<file path="src/rtl/pc_pkg.sv">
// Shared CPU definitions used by the program counter and its next-value logic.
// Latency: n/a (types, constants and a pure combinational helper).
// Backpressure: n/a.
package pc_pkg;

    // Instruction address width of the 16-bit datapath.
    localparam int ADDR_WIDTH = 16;

    // Address the PC returns to on reset.
    localparam logic [ADDR_WIDTH-1:0] PC_RESET_VECTOR = 16'h0000;

    // Which source feeds the PC on the next edge.
    typedef enum logic [1:0] {
        HOLD = 2'd0,
        LOAD = 2'd1,
        REL  = 2'd2,
        INC  = 2'd3
    } pc_sel_t;

    // Control priority: halt beats absolute load, absolute load beats
    // relative branch, and with nothing asserted the PC steps by one.
    function automatic pc_sel_t pc_decode(
        input logic stahp,
        input logic pcdrive,
        input logic of
    );
        pc_sel_t sel;
        sel = INC;
        if (stahp) begin
            sel = HOLD;
        end else if (pcdrive) begin
            sel = LOAD;
        end else if (of) begin
            sel = REL;
        end
        return sel;
    endfunction

endpackage : pc_pkg

</file>
<file path="src/rtl/pc_next_sel.sv">
// Next-PC selection: decodes the control levels and forms the candidate PC.
// Latency: purely combinational, zero cycles.
// Backpressure: none; controls are levels consumed every cycle.
module pc_next_sel
    import pc_pkg::*;
#(
    parameter int WIDTH = ADDR_WIDTH
) (
    input  logic             stahp_i,
    input  logic             pcdrive_i,
    input  logic             of_i,
    input  logic [WIDTH-1:0] pc_i,
    input  logic [WIDTH-1:0] in_i,
    output pc_sel_t          sel_o,
    output logic [WIDTH-1:0] next_o
);

    localparam logic [WIDTH-1:0] ONE = WIDTH'(1);

    // Decode the control levels into a single source selection.
    always_comb begin
        sel_o = INC;
        sel_o = pc_decode(stahp_i, pcdrive_i, of_i);
    end

    // Form the next PC. in_i is only touched on LOAD/REL so an undriven or
    // unknown operand cannot leak into a hold or increment. Additions wrap
    // modulo 2^WIDTH; the carry out is dropped on purpose.
    always_comb begin
        next_o = pc_i;
        unique case (sel_o)
            HOLD:    next_o = pc_i;
            LOAD:    next_o = in_i;
            REL:     next_o = pc_i + in_i;
            INC:     next_o = pc_i + ONE;
            default: next_o = pc_i;
        endcase
    end

endmodule : pc_next_sel

</file>
<file path="src/rtl/pc.sv">
// Program counter: holds, loads, branches relative, or increments each edge.
// Latency: one cycle from control/in sampling to out; out is register-only.
// Backpressure: none; stahp is a level that freezes the PC while high.
module pc
    import pc_pkg::*;
#(
    parameter int               WIDTH       = ADDR_WIDTH,
    parameter logic [WIDTH-1:0] RESET_VALUE = PC_RESET_VECTOR
) (
    input  logic             clk,
    input  logic             reset,
    input  logic             pcdrive,
    input  logic             of,
    input  logic             stahp,
    input  logic [WIDTH-1:0] in,
    output logic [WIDTH-1:0] out
);

    logic [WIDTH-1:0] pc_q;
    logic [WIDTH-1:0] pc_d;
    logic [WIDTH-1:0] next_pc;
    pc_sel_t          sel;

    pc_next_sel #(
        .WIDTH (WIDTH)
    ) u_next_sel (
        .stahp_i   (stahp),
        .pcdrive_i (pcdrive),
        .of_i      (of),
        .pc_i      (pc_q),
        .in_i      (in),
        .sel_o     (sel),
        .next_o    (next_pc)
    );

    // Hold is taken straight from the register so a halted PC never depends
    // on the adder path at all.
    always_comb begin
        pc_d = next_pc;
        if (sel == HOLD) begin
            pc_d = pc_q;
        end
    end

    // PC register with synchronous reset; reset discards any pending operation.
    always_ff @(posedge clk) begin
        if (reset) begin
            pc_q <= RESET_VALUE;
        end else begin
            pc_q <= pc_d;
        end
    end

    assign out = pc_q;

    // One edge after reset is sampled, the PC sits at the reset vector.
    a_reset_value: assert property (@(posedge clk) reset |=> (out == RESET_VALUE))
        else $error("pc: out not at reset value after reset");

    // A halted PC does not move (reset still takes precedence over halt).
    a_stahp_stable: assert property (@(posedge clk) (stahp && !reset) |=> $stable(out))
        else $error("pc: out changed while halted");

endmodule : pc

</file>
<file path="config.mk">
export PLATFORM = sky130hd
export DESIGN_NAME = pc
export DESIGN_NICKNAME = d
export VERILOG_FILES = /design/src/rtl/pc_pkg.sv /design/src/rtl/pc_next_sel.sv /design/src/rtl/pc.sv
export SDC_FILE = /design/constraint.sdc
export NUM_CORES = 1
export LEC_CHECK = 0
export ABC_AREA = 1
export CAP_MARGIN = 5
export CORE_ASPECT_RATIO = 1.25
export CORE_MARGIN = 8
export CORE_UTILIZATION = 47
export CTS_CLUSTER_DIAMETER = 60
export CTS_CLUSTER_SIZE = 8
export DETAILED_ROUTE_END_ITERATION = 16
export PLACE_DENSITY = 0.81
export SYNTH_ARGS = -nofsm -noshare
export SYNTH_HDL_FRONTEND = slang
export SYNTH_SLANG_ARGS = --single-unit
export TNS_END_PERCENT = 50
</file>
<file path="constraint.sdc">
create_clock -name clk -period 2.25 [get_ports clk]
set_input_delay 0.45 -clock clk [delete_from_list [all_inputs] [get_ports clk]]
set_output_delay 0.45 -clock clk [all_outputs]
set_load 0.05 [all_outputs]
</file>
==> flow_results.org <==
** Drt
- Average wire per cell in the routed design :: around 14 um
- Router iterations before antenna repair :: 4
- Post-detailed-routing wire length :: 5.45 mm
- In the routed design, unresolved DRC markers number 0.
- The count of nets left with antenna violations once routing finished came out at 0.
- Across all layers, the routed design uses ~2,100 vias.
- First DRT Iteration DRCs :: 140
- Routed via count divided by cell count :: around 5.3

** Cells and area
- 0 antenna diodes ended up in the layout.
- Share of post-route cells with drive strength above 1 :: 0.224
- Number of flip-flops in the largest register :: 16
- At the end of the flow, the number of nets in the layout was 400.
- Synthesis-to-layout area growth :: 38.9%

** Floorplan
- Die height :: 84.9 um
- CORE AREA :: around 3700 um2
- Full die area :: 6030 um2
- The initial utilization of the core area, before any placement, comes to 0.479.
- In this run the core area contains 25 standard-cell rows.
- DIE WIDTH :: 71.1 um
- I/O pin count :: 37

** Global route
- The total overflow left after global routing is 0.
- Across every metal layer, demand over resource in global routing totals 0.176.
- First-pass GRT wire length :: approximately 8.8 mm
- Maximum number of pins on one net before global-route repair :: 20
- The via count of the first global-routing pass came to 2,100.
- The initial antenna violation count came to 0.

** STA
- Once routing completed, OpenROAD measured the worst setup slack at slightly above 0.1 ns.
- The final-report max-slew violation count was 0.
- After routing, the total negative slack on setup checks comes to 0 ns.
- In this run the tightest slew margin relative to its limit is 0.659.
- Number of hold-slack violations in the final timing report :: 0
- Based on the critical path, the design can be clocked at up to 465 MHz.
- In the finished design, the share of the clock period the worst path needs comes to 0.955.
- Final setup skew :: around 0.0037 ns
- Setup violations remaining at the end of the flow were counted as 0.
- For the pin with the worst max-slew slack, the measured transition is 0.511 ns.
- Shortest clock period the worst path allows after layout :: 2.15 ns

** Pwr
- The design draws 0.00118 W.
- Leakage Power :: roughly 1.3 nW
- Areal power density over the cells :: 476 nW/um2
- Maximum vdd ir drop :: between 0.3 and 0.4 mV

** Yosys
- Number of enable flip-flop cells after synthesis :: 0
- Of the total synthesized cell area, the portion taken by full adders, half adders and majority gates is 0.116.
- Yosys mapped the design onto 29 distinct sky130hd cell types.
- Fraction of registers with async set or reset after synthesis :: 0
- The number of nets handed over by synthesis was 344.
- Warning count from the yosys run :: 0
- Of all cell types, the one taking the most synthesized area is nand2_1.
- Of the synthesized area, sequential elements account for 0.180.
- Portion of synthesized cell area occupied by the leading cell type :: 0.198
- After synthesis, the largest family of logic cells by area is simple AND/OR/NAND/NOR gates.
- The post-synthesis compound-gate area fraction was 0.130.
- Post-Syn Area per Cell :: 5.81 um2
- Fraction of synthesized cell area in xor and xnor cells :: 0.0246
- Sorting the synthesized cells by area gives the leading types as nand2_1 20%, dfxtp_1 18%, inv_1 11%.
- In the synthesized netlist the dominant register cell turns out to be dfxtp_1.
- The portion of synthesized area spent on multiplexers is 0.
- Cells after Synth :: 307
- Number of flip-flops and latches in the synthesized netlist :: 16
- Netlist area before placement :: roughly 1800 um2
- Fraction of the mapped netlist area in simple logic gates :: 0.409

** Place
- At the end of routability-driven placement, the weighted congestion stood at 0.889.
- Port Buffers :: 36
- After legalization and detailed placement, the total HPWL measured 3.91 mm.
- Timing analysis after detailed placement gives a worst setup slack of -0.586 ns.

** Min path
- Counting instances, the worst hold path has a depth of 2.
- For hold timing, the worst endpoint is out[9].
- The tightest min-delay check is of the register to register type.
- In this run the most critical hold path is launched from out[9].

** Setup path
- Master of the slowest instance on the critical path :: ha_1
- Kind of start point of the critical path :: input port
- Data required time of the worst path :: 2.40 ns
- The worst register-to-register path ends at out[8].
- Endpoint arrival time on the critical path :: 2.30 ns
- Cells along the critical path :: clkbuf_2 > inv_2 > nand2_4 > nor2_4 > clkbuf_16 > nor2_1 > ha_1 > or2_4 > nand3b_1 > nand2_2 > nand2_1 > nand2_1 > nand2_1 > nand3_1 > nand2_1 > a21oi_2
- Reg-to-reg slack, setup :: around 0.51 ns
- Crit end category :: register
- The number of cells on the worst reg-to-reg path is 9.
- Largest fanout on the critical path :: 7
- CP peak stage delay :: 0.31 ns
- Kind of critical path :: input port to register
- Startpoint of the worst-slack reg-to-reg timing path :: out[0]
- The cell that appears most often on the critical path is nand2_1.

** Clocking
- TritonCTS created 3 clock buffers.
- Hold buffer count at CTS :: 0
- Number of clock sinks seen by CTS :: 16
- CTS H-tree depth :: 1
- Clock tree from TritonCTS :: done
- Clock latency on the worst-skew pair, taken at its later pin, is 0.26 ns.
- The tree is rooted in a clkbuf_8.
- The clock passes through at most 2 buffers.
- After clock tree synthesis, the clock-pin slew on the worst setup and hold paths is 0.07 ns.

** Outcome
- The run finished with clean final reports.

** Flow run
- Max-cap violation count :: 0
-- cells in the final DEF (no fill, tap or decap), types with 4 or more instances in the layout --
master and n:
clkdlybuf4s50_1 32, ha_1 10, nor2_2 4, inv_1 53
nor2_1 24, nand2_1 86, o21ai_0 9, dfxtp_1 16
nand2_2 16, inv_2 6, a21oi_1 18, buf_4 20
a21oi_2 8, nand3_1 16
-- repair_timing --
action / CTS / global route
pin swaps: 6 / 22
resized for setup: 13 / 25
cloned: 0 / 1
buffers inserted: 1 / 2
endpoints found under the setup margin: 13 / 10
-- report_power, final --
group / leakage [nW] / internal [W] / switching, W
Combinational: 1.13 / 0.000256 / 0.000363
Sequential: 0.132 / 0.000307 / 0.0000223
Clock: 0.0216 / 0.000119 / 0.000111
-- routing by layer --
layer,track usage,vias up,share of wire
li1,-,1063,-
met1,0.185,951,0.40
met2,0.314,76,0.49
met3,0.0401,23,0.073
met4,0.0930,0,0.038
met5,0,-,0
-- how the worst max path moves through the flow --
stage                  from      end  slack (ns)  cells after the start
finish              pcdrive  out[13]        0.10                     16
global route        pcdrive  out[13]       -0.02                     16
CTS                   stahp  out[15]        0.02                     17
detailed placement  pcdrive  out[14]       -0.59                     17
global placement    pcdrive  out[14]       -0.53                     17
floorplan             stahp  out[11]       0.008                     16
-- stage by stage --
step,cell area [um2],utilization,std cells,hold slack (ns)
floorplan,1790,-,307,0.512
global placement,2300,0.619,394,0.458
detailed placement,2300,0.619,394,0.467
CTS,2380,0.639,398,0.476
global route,2480,0.666,401,0.505
finish,2480,0.666,401,0.477
-- logic make-up after synthesis --
| kind of cell | count (synthesis) |
|---|---|
| simple gates | 163 |
| xor+xnor | 5 |
| compound gates | 41 |
| buf+inv | 66 |
| flops | 16 |
| fa+ha+maj | 16 |
-- final cells by class --
cell class,count,area [um2]
Sequential cell,16,320
Timing Repair Buffer,58,539
Inverter,59,221
Tap cell,40,50.0
Fill cell,343,1240
Multi-Input combinational cell,225,1310
Clock buffer,3,41.3
-- critical path: cells and delay by family --
family / cells / cell delay [ns]
AO/OA/AOI/OAI: 1 / 0.05
adder cells (fa/ha/maj): 1 / 0.31
buffers and inverters: 3 / 0.35
AND/OR/NAND/NOR: 11 / 1.14
-- cell usage after synthesis (all sizes together), types with 2 or more instances --
| cell | n |
|---|---|
| a21oi | 26 |
| or2 | 4 |
| nor3 | 3 |
| xnor2 | 2 |
| clkbuf | 4 |
| o211ai | 3 |
| xor2 | 3 |
| dfxtp | 16 |
| buf | 3 |
| a31oi | 3 |
| nor2 | 29 |
| nand3 | 19 |
| nand2 | 104 |
| ha | 15 |
| inv | 59 |
| o21ai | 9 |
| nand3b | 2 |
Power figures use the tool's default switching activity.
